[config.mk]
export PLATFORM = sky130hd
export DESIGN_NAME = mul_feeder
export DESIGN_NICKNAME = d
export VERILOG_FILES = /design/src/rtl/mul_pkg.sv /design/src/rtl/mul_operand_fifo.sv /design/src/rtl/mul_feeder.sv
export SDC_FILE = /design/constraint.sdc
export NUM_CORES = 1
export LEC_CHECK = 0
export ABC_AREA = 1
export CAP_MARGIN = 10
export CELL_PAD_IN_SITES_DETAIL_PLACEMENT = 1
export CELL_PAD_IN_SITES_GLOBAL_PLACEMENT = 1
export CORE_MARGIN = 8
export CORE_UTILIZATION = 45
export DETAILED_ROUTE_END_ITERATION = 16
export GPL_TIMING_DRIVEN = 0
export PLACE_DENSITY_LB_ADDON = 0.1
export SLEW_MARGIN = 20
export SYNTH_ARGS = -nofsm -noshare
export SYNTH_HDL_FRONTEND = slang
export SYNTH_SLANG_ARGS = --single-unit
export TNS_END_PERCENT = 1
[constraint.sdc]
create_clock -name clk -period 4.76 [get_ports clk]
set_input_delay 0.952 -clock clk [delete_from_list [all_inputs] [get_ports clk]]
set_output_delay 0.952 -clock clk [all_outputs]
set_load 0.005 [all_outputs]
[src/rtl/mul_pkg.sv]
// rtl/mul_pkg.sv - shared widths, FSM state enum and defaults for the multiplier feeder
package mul_pkg;

  localparam int OPW            = 8;
  localparam int RESW           = 16;
  localparam int FIFO_DEPTH_DEF = 4;

  typedef enum logic [2:0] {
    ST_IDLE,
    ST_LOAD,
    ST_RUN,
    ST_CAPT,
    ST_OUT
  } state_t;

  // An operand pair is stored as {a, b}
  function automatic logic has_zero_operand(input logic [2*OPW-1:0] pair);
    return (pair[2*OPW-1:OPW] == '0) || (pair[OPW-1:0] == '0);
  endfunction

endpackage

[src/rtl/mul_operand_fifo.sv]
// rtl/mul_operand_fifo.sv - registered operand-pair FIFO, no fall-through
module mul_operand_fifo
  import mul_pkg::*;
#(
  parameter int DEPTH = FIFO_DEPTH_DEF,
  localparam int AW   = $clog2(DEPTH),
  localparam int CW   = AW + 1
) (
  input  logic               clk,
  input  logic               rst_n,
  input  logic               push,
  input  logic [2*OPW-1:0]   push_data,
  input  logic               pop,
  output logic [2*OPW-1:0]   pop_data,
  output logic               full,
  output logic               empty,
  output logic [CW-1:0]      count
);

  logic [2*OPW-1:0] mem [DEPTH];
  logic [AW-1:0]    wr_ptr;
  logic [AW-1:0]    rd_ptr;
  logic             do_push;
  logic             do_pop;

  assign full     = (count == CW'(DEPTH));
  assign empty    = (count == '0);
  assign do_push  = push && !full;
  assign do_pop   = pop && !empty;
  assign pop_data = mem[rd_ptr];

  // Storage needs no reset; pointers and count define what is valid
  always_ff @(posedge clk) begin
    if (do_push) begin
      mem[wr_ptr] <= push_data;
    end
  end

  always_ff @(posedge clk or negedge rst_n) begin
    if (!rst_n) begin
      wr_ptr <= '0;
      rd_ptr <= '0;
      count  <= '0;
    end else begin
      if (do_push) begin
        wr_ptr <= wr_ptr + AW'(1);
      end
      if (do_pop) begin
        rd_ptr <= rd_ptr + AW'(1);
      end
      count <= count + CW'(do_push) - CW'(do_pop);
    end
  end

endmodule

[src/rtl/mul_feeder.sv]
// rtl/mul_feeder.sv - queues operand pairs and sequences an iterative multiplier
// Optional zero-operand bypass: MUL_FEEDER_ZERO_BYPASS_EN
module mul_feeder
  import mul_pkg::*;
#(
  parameter int FIFO_DEPTH = FIFO_DEPTH_DEF
) (
  input  logic                        clk,
  input  logic                        rst_n,
  input  logic                        in_valid,
  input  logic [OPW-1:0]              in_a,
  input  logic [OPW-1:0]              in_b,
  output logic                        in_ready,
  output logic                        mul_load,
  output logic [OPW-1:0]              mul_a,
  output logic [OPW-1:0]              mul_b,
  input  logic [RESW-1:0]             mul_result,
  output logic                        out_valid,
  output logic [RESW-1:0]             out_data,
  input  logic                        out_ready,
  output logic [$clog2(FIFO_DEPTH):0] fifo_count
);

  state_t           state;
  state_t           state_nxt;
  logic             pop;
  logic             full;
  logic             empty;
  logic [2*OPW-1:0] head;
  logic [OPW-1:0]   cnt;
  logic             zero_pair;

  assign in_ready = !full;

  mul_operand_fifo #(
    .DEPTH (FIFO_DEPTH)
  ) u_fifo (
    .clk       (clk),
    .rst_n     (rst_n),
    .push      (in_valid),
    .push_data ({in_a, in_b}),
    .pop       (pop),
    .pop_data  (head),
    .full      (full),
    .empty     (empty),
    .count     (fifo_count)
  );

`ifdef MUL_FEEDER_ZERO_BYPASS_EN
  assign zero_pair = has_zero_operand(head);
`else
  assign zero_pair = 1'b0;
`endif

  always_ff @(posedge clk or negedge rst_n) begin
    if (!rst_n) begin
      state <= ST_IDLE;
    end else begin
      state <= state_nxt;
    end
  end

  always_comb begin
    state_nxt = state;
    unique case (state)
      ST_IDLE: if (!empty) state_nxt = zero_pair ? ST_OUT : ST_LOAD;
      ST_LOAD: state_nxt = ST_RUN;
      ST_RUN:  if (cnt == '0) state_nxt = ST_CAPT;
      ST_CAPT: state_nxt = ST_OUT;
      ST_OUT:  if (out_valid && out_ready) state_nxt = ST_IDLE;
      default: state_nxt = ST_IDLE;
    endcase
  end

  always_comb begin
    pop      = (state == ST_IDLE) && !empty;
    mul_load = (state == ST_RUN);
  end

  // A bypassed pair enters OUT with out_valid low; OUT raises it one edge later
  always_ff @(posedge clk or negedge rst_n) begin
    if (!rst_n) begin
      mul_a     <= '0;
      mul_b     <= '0;
      cnt       <= '0;
      out_valid <= 1'b0;
      out_data  <= '0;
    end else begin
      unique case (state)
        ST_IDLE: begin
          if (!empty) begin
            mul_a <= head[2*OPW-1:OPW];
            mul_b <= head[OPW-1:0];
            if (zero_pair) begin
              out_data <= '0;
            end
          end
        end
        ST_LOAD: cnt <= mul_b;
        ST_RUN: begin
          if (cnt != '0) begin
            cnt <= cnt - OPW'(1);
          end
        end
        ST_CAPT: begin
          out_data  <= mul_result;
          out_valid <= 1'b1;
        end
        ST_OUT: begin
          if (!out_valid) begin
            out_valid <= 1'b1;
          end else if (out_ready) begin
            out_valid <= 1'b0;
          end
        end
        default: ;
      endcase
    end
  end

endmodule

# [Word-level counts from Yosys, hierarchy flattened]
# Memories as Yosys holds them, arrays and structs flattened. A register that Yosys moved wholly into a read port is not among the register bits.
# Index checks and enable logic that the tools add are counted.
[word_totals] regBits=35 latch_bits=0 mem_bits_rw=64 mem_bits_ro=0 in_bits=36 out_inout_bits=38 word_cells=50 n_memories=1
[mem_list] memory="u_fifo.mem" depth=4 width=16 read_ports=1 rd_ports_with_merged_regs=1 wr=1 line="mul_operand_fifo.sv:20" source="logic [2*OPW-1:0] mem [DEPTH];"
[classes] addsub=5 multipliers=0 div_mod_pow=0 n_lt_le_gt_ge=0 n_eq_ne=9 shift=0 muxes=11 bitwise_logic=1 reduce_logical=16
[ops] operator="8-bit one-hot mux with 2 select lines" n=1
[ops] operator="3-bit one-hot mux with 5 select lines" n=1
[ops] operator="3-bit two-way mux" n=3
[ops] operator="8-bit zero test" n=1
[ops] operator="8-bit two-way mux" n=1
[ops] operator="8-bit nonzero test" n=1
[ops] operator="8-bit by 1-bit subtractor with 8-bit output, second input constant" n=1
[ops] operator="3-bit by 2-bit equality test with 1-bit output, second input constant" n=2
[ops] operator="3-bit equality test, second input constant" n=2
[ops] operator="3-bit zero test" n=2
[ops] operator="2-bit by 1-bit adder with 2-bit output, second input constant" n=2
[ops] operator="1-bit logical AND" n=4
[ops] operator="1-bit two-way mux" n=4
[ops] operator="2-bit by 1-bit != test with 1-bit output, second input constant" n=2
[ops] operator="2-bit != test, second input constant" n=2
[ops] operator="2-bit AND reduction" n=2
[ops] operator="2-bit nonzero test" n=2
[ops] operator="3-bit by 1-bit adder with 3-bit output" n=1
[ops] operator="3-bit by 1-bit equality test with 1-bit output, second input constant" n=1
[ops] operator="1-bit zero test" n=3
[ops] operator="3-bit AND reduction" n=1
[ops] operator="3-bit by 1-bit subtractor with 3-bit output" n=1
[ops] operator="1-bit one-hot mux with 2 select lines" n=1
[ops] operator="1-bit inverter" n=1

# [Longest topological paths before layout]
[logic_depth] depth_word=5 depth_mapped=11 ltp_nobuf=10

# [By module]
# Synthesis repeated with hierarchy kept, for this count alone.
[unflattened] cells_unflattened=503 hier_area_um2=5033.6
[by_module_without_submodules] module="mul_operand_fifo" n_inst=1 cells_per_inst=261 area_each_um2=2991.6 seq_area_each_um2=2097.0
[by_module_without_submodules] module="mul_feeder" n_inst=1 cells_per_inst=242 area_each_um2=2042.0 seq_area_each_um2=1101.1

# [Least setup slack after synthesis]
# No wires, ideal clock.
[synth_timing] path_type="input-to-reg" from="input port in_valid" to="memory u_fifo.mem[0][0] (netlist name), enable pin" setup_ps=389 arrival_time_ps=1788 t_required_ps=4371 setup_slack_ps=2584 stages=2 path_cell_list="nand2_1 -> nor2_1"
[synth_between] elab_chain_len=3
[synth_lines] item="start: declaration" line="mul_feeder.sv:10" source="input logic in_valid,"
[synth_lines] item="1-bit logical AND" line="mul_operand_fifo.sv:28" source="assign do_push = push && !full;"
[synth_lines] item="1-bit two-way mux" line="mul_operand_fifo.sv:34" source="if (do_push) begin"
[synth_lines] item="1-bit two-way mux (implied by the code)" line="mul_operand_fifo.sv:35" source="mem[wr_ptr] <= push_data;"
[synth_lines] item="end: declaration" line="mul_operand_fifo.sv:20"
# Every way passes these cells.

# [Final worst setup path]
[layout_timing] from="register state[2]" to="output port mul_load"
[layout_between] elab_chain_len=1
[layout_lines] item="start: declaration" line="mul_feeder.sv:24" source="state_t state;"
[layout_lines] item="start signal: assignment" line="mul_feeder.sv:59" source="state <= state_nxt;"
[layout_lines] item="3-bit by 2-bit equality test with 1-bit output" line="mul_feeder.sv:77" source="mul_load = (state == ST_RUN);"
[layout_lines] item="end: declaration" line="mul_feeder.sv:14" source="output logic mul_load,"
# Every way passes these cells.

==> results <==
- For this run, the detailed router's first-pass iteration total came to 4.
- Setup violations remaining at the end of the flow were counted as 0.
- The worst setup slack after layout is between 1.5 and 2 ns.
- The share of final-layout standard cells stronger than drive strength 1 is 0.1356.
- Post-CTS timing repair inserted 0 buffers for setup.
- The number of nets handed over by synthesis was 489.
- After clock tree synthesis, the clock-pin slew on the worst setup and hold paths is 0.06 ns.
- The maximum ir drop on the vdd rail is about 290 uV.
- The initial core utilization is 0.4639.
- The worst hold path passes through 2 cells.
- STA puts the critical path data arrival time at 2.00 ns.
- Timing analysis after detailed placement gives a worst setup slack of 2.094 ns.
- The DRC violation count after routing is 0.
- Measured along the x axis, the die boundary spans 119.4 microns.
- The post-route minimum period is 2.952 ns.
- The wire length per cell is 18.41 microns.
- Cell internal power was estimated by the tool at 2.884 mW.
- For the worst-skew pair, the clock arrives at the later sink with an insertion delay of 0.52 ns.
- The maximum root-to-sink buffer count is 2.
- The weighted congestion reported at the end of routability-driven placement is 0.7889.
- The global-route congestion overflow total is 0.
- The number of max-slew violations in the final report was 0.
- Of the total power, the share spent switching nets is 0.3802.
- The number of nets at the end of the flow is 585.
- The number of H-tree levels is 4.
- The sum of net half-perimeters after detailed placement is roughly 8400 microns.
- The via count of the first global-routing pass came to 3877.
- In this run the critical register-to-register path is captured at u_fifo.count[2].
- Broken down by cell family, the worst path's largest delay share belongs to buffers and inverters.
- The floorplan row count is 37.
- The adder and majority cell fraction of the synthesized area is 0.02497.
- The number of DRC markers in iteration 0 is 252.
- The share of synthesized area spent on multiplexers is 0.
- The pin count of the biggest net entering global routing is 52.
- The final wirelength is 12710 microns.
- For this design the total switching power over the nets is 1.769 mW.
- The startpoint of the lowest-slack register-to-register path is u_fifo.count[1].
- Of the available clock period, the critical path in the final layout requires 0.6202.
- Of the total power, the clock network draws 0.256.
- The critical setup path kind is flop to primary output.
- From synthesis to final layout, the design area changed by 31.78%.
- After synthesis, the mean cell area works out to 10.84 sq um.
- The startpoint identified for the worst hold timing path is out_data[4].
- For this run, the register share of the synthesized area comes to 0.6648.
- The floorplan step defined a die boundary enclosing 0.01426 sq mm.
- The number of enable flip-flop cells after synthesis is 64.
- Clock tree synthesis selected as its root buffer the cell sky130_fd_sc_hd__clkbuf_8.
- The post-synthesis compound-gate area fraction is 0.07958.
- In this run the worst hold path is classified as flop to flop.
- The final-layout setup total negative slack is 0 ns.
- The combinational family with the most area after synthesis is simple AND/OR/NAND/NOR gates.
- The global-route usage over all layers is 0.1892.
- The detailed router placed 3482 vias in this run.
- Leaving out fill and tap cells, the most frequent cell in the layout is sky130_fd_sc_hd__nand2_1.
- The top-level I/O count is 74.
- Of the total power, combinational logic draws 0.402.
- The largest single stage delay on the critical path is just over 0.5 ns.
- The flow ran to the end, and the final reports show no timing, DRC or antenna violations.
- The analysis attributes to cell leakage a power of 2.621 nW.
- Setup repair after global routing left no endpoint under its margin.
- The worst hold path terminates at out_data[4].
- The required arrival time at the worst endpoint is 3.81 ns.
- After synthesis, the share of flip-flops with an asynchronous set or reset is 0.4435.
- STA classifies the critical path endpoint as a primary output.
- The post-cts gate resize count is 0.
- The register-to-register path setup slack is 2.24 ns.
- Of the total synthesized cell area, the portion taken by AND, OR, NAND and NOR gates is 0.1730.
- The cell area after technology mapping is 0.004811 sq mm.
- The depth of the worst register-to-register path is 11.
- The share of power burned in registers is 0.342.
- The global-route wire length before repair is 20850 microns.
- Counting the buffers created by CTS gives 17.
- The number of hold buffers added after CTS was 0.
- The number of antenna violations at the first check in global routing came to 1.
- Synthesis produced 444 cells.
- Static timing analysis puts the maximum clock frequency at ~340 MHz.
- The number of nets still failing antenna checks after routing is 0.
- The hold violation total from the final report came to 0.
- Between clock sinks in the finished design, the worst skew comes to 0.01070 ns.
- The floorplan step defined a core boundary enclosing 0.01037 sq mm.
- Leaving out fill and tap cells, the most frequent cells in the layout are sky130_fd_sc_hd__nand2_1 (89), sky130_fd_sc_hd__nor2_1 (77), sky130_fd_sc_hd__clkdlybuf4s50_1 (72).
- For this design, the slowest cell found on the critical path is sky130_fd_sc_hd__clkdlybuf4s50_1.
- The worst path buffer plus inverter count is 3.
- Dividing the detail-routed via count by the number of cells gives 5.046.
- The post-synthesis share of cell area spent on xor and xnor gates is 0.007282.
- TritonCTS built the clock tree.
- The number of max-cap violations is 0.
- The number of sinks handled by clock tree synthesis is around 120.
- The worst pin sits at a relative slew slack of 0.5315.
- The most used flip-flop cell after synthesis is sky130_fd_sc_hd__edfxtp_1.
- The number of different library cells used by synthesis comes to 33.
- The number of warnings issued by yosys is 0.
- The worst setup path is launched from a flop.
- The power per cell area is 733.9 mW/mm^2.
- In this run the worst path has a maximum fanout of 10.
- The measured slew at the worst slew-check pin is 0.7027 ns.
- The die is between 100 and 150 microns tall.
- The critical path goes through nor2_2 -> inv_2 -> nor2_8 -> buf_4 -> clkdlybuf4s50_1.
- Port buffering added 73 buffers.
- After synthesis the netlist holds a flip-flop and latch count of 115.
worst max path at each step:
stage	start	to	slack [ns]	cells past startpoint
floorplan	in_valid	u_fifo.mem[0][0]	2.58	2
global placement	rst_n	mul_a[0]	1.02	1
detailed placement	in_valid	u_fifo.mem[0][0]	2.09	4
CTS	state[2]	mul_load	1.78	5
global route	state[2]	mul_load	1.70	5
finish	state[2]	mul_load	1.81	5
metrics by stage:
step | area (sq um) | hold WS, ns | power (mW) | utilization | cells
after global routing | 6340 | 0.4945 | 4.979 | 0.6114 | 690
after detailed placement | 5776 | 0.4574 | 3.452 | 0.5570 | 657
after CTS | 6337 | 0.4732 | 4.705 | 0.6111 | 689
after floorplan | 4811 | 0.4650 | 2.642 | - | 444
after global placement | 5712 | 0.4525 | 3.336 | 0.5508 | 653
final | 6340 | 0.4670 | 4.653 | 0.6114 | 690
cell families (layout without fill, tap and decap cells):
family                   after synthesis  after routing
AO/OA/AOI/OAI                         68             68
XOR/XNOR                               4              4
adder cells (fa/ha/maj)                9              9
buffers and inverters                 52            161
flip-flops                           115            115
other                                  0              1
AND/OR/NAND/NOR                      196            196
state kept, by name, indices dropped and copies added (netlist names):
signal,cells
cnt,8
mul_a,8
mul_b,8
out_data,16
out_valid,1
state,3
u_fifo.count,3
u_fifo.mem,64
u_fifo.rd_ptr,2
u_fifo.wr_ptr,2
synth_stat cells (2+ instances only):
master / n / area share
sky130_fd_sc_hd__buf_4: 2 / 0.0031
sky130_fd_sc_hd__o22ai_1: 6 / 0.0078
sky130_fd_sc_hd__nand2_1: 89 / 0.069
sky130_fd_sc_hd__xor2_1: 2 / 0.0036
sky130_fd_sc_hd__o21ai_1: 8 / 0.0083
sky130_fd_sc_hd__o21ai_0: 39 / 0.041
sky130_fd_sc_hd__ha_1: 8 / 0.021
sky130_fd_sc_hd__nor2_1: 81 / 0.063
sky130_fd_sc_hd__inv_2: 5 / 0.0039
sky130_fd_sc_hd__clkbuf_1: 3 / 0.0023
sky130_fd_sc_hd__a31oi_1: 10 / 0.013
sky130_fd_sc_hd__inv_1: 29 / 0.023
sky130_fd_sc_hd__nand3_2: 3 / 0.0062
sky130_fd_sc_hd__nor2_4: 2 / 0.0047
sky130_fd_sc_hd__dfrtp_1: 51 / 0.27
sky130_fd_sc_hd__nand3_1: 14 / 0.015
sky130_fd_sc_hd__xnor2_1: 2 / 0.0036
sky130_fd_sc_hd__buf_2: 9 / 0.0094
sky130_fd_sc_hd__edfxtp_1: 64 / 0.40
sky130_fd_sc_hd__o21ai_2: 3 / 0.0055
sky130_fd_sc_hd__buf_6: 2 / 0.0047
worst min-delay path, delay by kind of cell, from the launching register on:
| kind | cells | cell delay [ns] |
|---|---|---|
| and+or+nand+nor | 2 | 0.09 |
| DFF | 1 | 0.34 |
metal layers:
metal	routed length (microns)	up-vias	global-route usage
met5	0	-	0
met4	171	0	0.07884
met3	545	18	0.05527
met2	6802	75	0.3253
met1	5185	1715	0.2168
li1	-	1674	-
final cells by class:
type                       instances  area [sq um]
antenna                            1         2.502
buffer                            17         108.9
clock buffer                      17         414.1
clock inverter                    15         147.6
fill                            1104          4030
inverter                          35         133.9
multi-input combinational        277          1380
sequential                       115          3198
tap                              136         170.2
timing repair buffer              77         784.5
power by group through the flow:
stage | logic (mW) | registers (mW) | clock network, mW
final | 1.87 | 1.59 | 1.19
after global routing | 2.09 | 1.63 | 1.25
after CTS | 1.90 | 1.59 | 1.21
after detailed placement | 1.85 | 1.60 | 0
after global placement | 1.75 | 1.59 | 0
after floorplan | 1.07 | 1.58 | 0
Power figures use the tool's default switching activity.
==> variant: new RTL, same flow settings <==
The option `MUL_FEEDER_ZERO_BYPASS_EN` is turned on by a define.
--- a/src/rtl/mul_feeder.sv
+++ b/src/rtl/mul_feeder.sv
@@ -1,4 +1,6 @@
 // rtl/mul_feeder.sv - queues operand pairs and sequences an iterative multiplier
 // Optional zero-operand bypass: MUL_FEEDER_ZERO_BYPASS_EN
+`define MUL_FEEDER_ZERO_BYPASS_EN
+
 module mul_feeder
   import mul_pkg::*;
Formal check against the unedited RTL: not equivalent (a bounded check fails within 4 cycles, from zero or initial values and one cycle with rst_n low).
==> variant against the original RTL <==
  * Hold slack got worse by 9.5 ps
  * Final cell count increased by 2.2%
  * Worst setup slack improved by 70 ps
  * Critical path depth fell by 2
  * Area after synthesis rose by 0.73%
  * Sequential cell count unchanged
  * Power decreased by 3.9%
  * Wire length down 2.7%
  * Final area down 0.12%
  * Critical path type unchanged
  * Critical endpoint unchanged
==> variant: results (changes against the original RTL) <==
CTS
The total number of H-tree levels is 4 (unchanged).

Layout
The total of fill cells in the finished design is 1,163 (+5.3%). The fraction of final layout cells sized beyond drive strength 1 is 10.97% (-2.6 points). The number of inserted diodes is 0 (-1). The count of nets after finishing was 598 (+2.2%).

Synth
The xor-xnor portion of the synthesized cell area is 1.265% (+0.54 points). The register area share after synthesis is 66.00% (-0.48 points). Ranked by total cell area, the synthesized netlist is headed by sky130_fd_sc_hd__edfxtp_1 40%, sky130_fd_sc_hd__dfrtp_1 26%, sky130_fd_sc_hd__nand2_1 13%, sky130_fd_sc_hd__nand3_1 3.8%, sky130_fd_sc_hd__o21ai_0 3.1%. The net count of the mapped netlist is 502 (+2.7%).

The cell with the most instances after synthesis is sky130_fd_sc_hd__nand2_1. The count of unique library cells instantiated by Yosys is 30 (-9.1%). The compound-gate portion of the synthesized area was 4.493% (-3.5 points). The post-synthesis adder-cell area fraction is 2.479% (-0.018 points).

Global route
The via count of the first global-routing pass is 3,930 (+1.4%). The number of antenna violations at the first check in global routing is 0 (-1). The routing usage on met2 is 32.97% (+0.45 points).

The global-route track usage on met1 is 20.50% (-1.2 points). The fraction of met3 tracks used by global routing is 5.730% (+0.20 points). The first-pass GRT wire length is 20.55 mm (-1.5%). The combined global-route utilization of all metal layers is 18.52% (-0.40 points).

Hold path
The class of the most critical hold timing path is in -> async.

Pwr
The net switching power is 1.622 mW (-8.3%). The leakage power summed over all cells is 2.703 nW (+3.1%).

Place
The final weighted congestion in routability-driven placement was 0.7452 (-5.5%). The placed wire-length estimate after detailed placement is 8.755 mm (+3.9%).

Setup path
The startpoint of the most critical register-to-register path is state[0]. The slack of the worst reg-to-reg path is 2320 ps (+80 ps). The largest stage delay on the critical path is 530 ps (+20 ps). In this run the worst setup path begins at state[0]. The largest individual stage delay along the critical path comes from the cell sky130_fd_sc_hd__clkdlybuf4s50_1.

Routing
The detailed-route wire length was 12.37 mm (-2.7%). The detailed-router iteration count before antenna repair is 6 (+2). The via density per instance is 4.984 (-1.2%).

STA
The tightest slew margin relative to the limit is 55.15% (+2.0 points). The worst clock skew is 9.567 ps (-1.133 ps).

Run status
The flow ran to the end, and the final reports show no timing, DRC or antenna violations.
[variant: layout make-up]
class | count | area share, %
Buffer | 18 | 2.094
Clock inverter | 6 | 0.8694
Timing Repair Buffer | 77 | 12.33
Tap cell | 140 | 2.766
Sequential cell | 115 | 50.50
Inverter | 27 | 1.680
Multi-Input combinational cell | 297 | 22.41
Clock buffer | 25 | 7.350
[variant: cell families after synthesis]
family | Yosys count
buffers and inverters | 45
XOR/XNOR | 7
AND/OR/NAND/NOR | 242
AO/OA/AOI/OAI | 39
flip-flops | 115
adder cells (fa/ha/maj) | 9
[variant: how the worst min path moves through the flow]
stage | depth (start not counted) | slack, ps | to
2_1_floorplan | 2 | 470 | out_data[10]
3_3_place_gp | 2 | 450 | out_data[14]
3_5_place_dp | 2 | 460 | out_data[10]
4_1_cts | 1 | 470 | cnt[2]
5_1_grt | 1 | 490 | cnt[1]
6_report | 1 | 460 | cnt[1]
[variant: through the flow]
step | util [%] | std cells | area [um^2] | setup slack [ps] | hold slack (ps)
finish | 59.46 | 705 | 6332 | 1878 | 457.5
detailed placement | 54.57 | 674 | 5812 | 2064 | 461.0
global route | 59.46 | 705 | 6332 | 1767 | 488.2
CTS | 59.46 | 705 | 6332 | 1825 | 466.0
floorplan | - | 457 | 4846 | 2584 | 465.4
global placement | 54.01 | 670 | 5752 | 1139 | 452.9
[variant: routing by layer]
metal	wire [um]	share of wire, %	up-vias
met3	451	3.6	14
met4	167	1.4	0
met5	0	0	-
met2	6538	53	60
li1	-	-	1709
met1	5209	42	1731
[variant: power groups by stage]
stage          logic (mW)  registers (mW)  clock network, mW
3_3_place_gp         1.66            1.59                  0
5_1_grt              1.99            1.62               1.18
3_5_place_dp         1.77            1.60                  0
4_1_cts              1.80            1.59               1.15
6_report             1.76            1.59               1.12
2_1_floorplan       0.999            1.57                  0
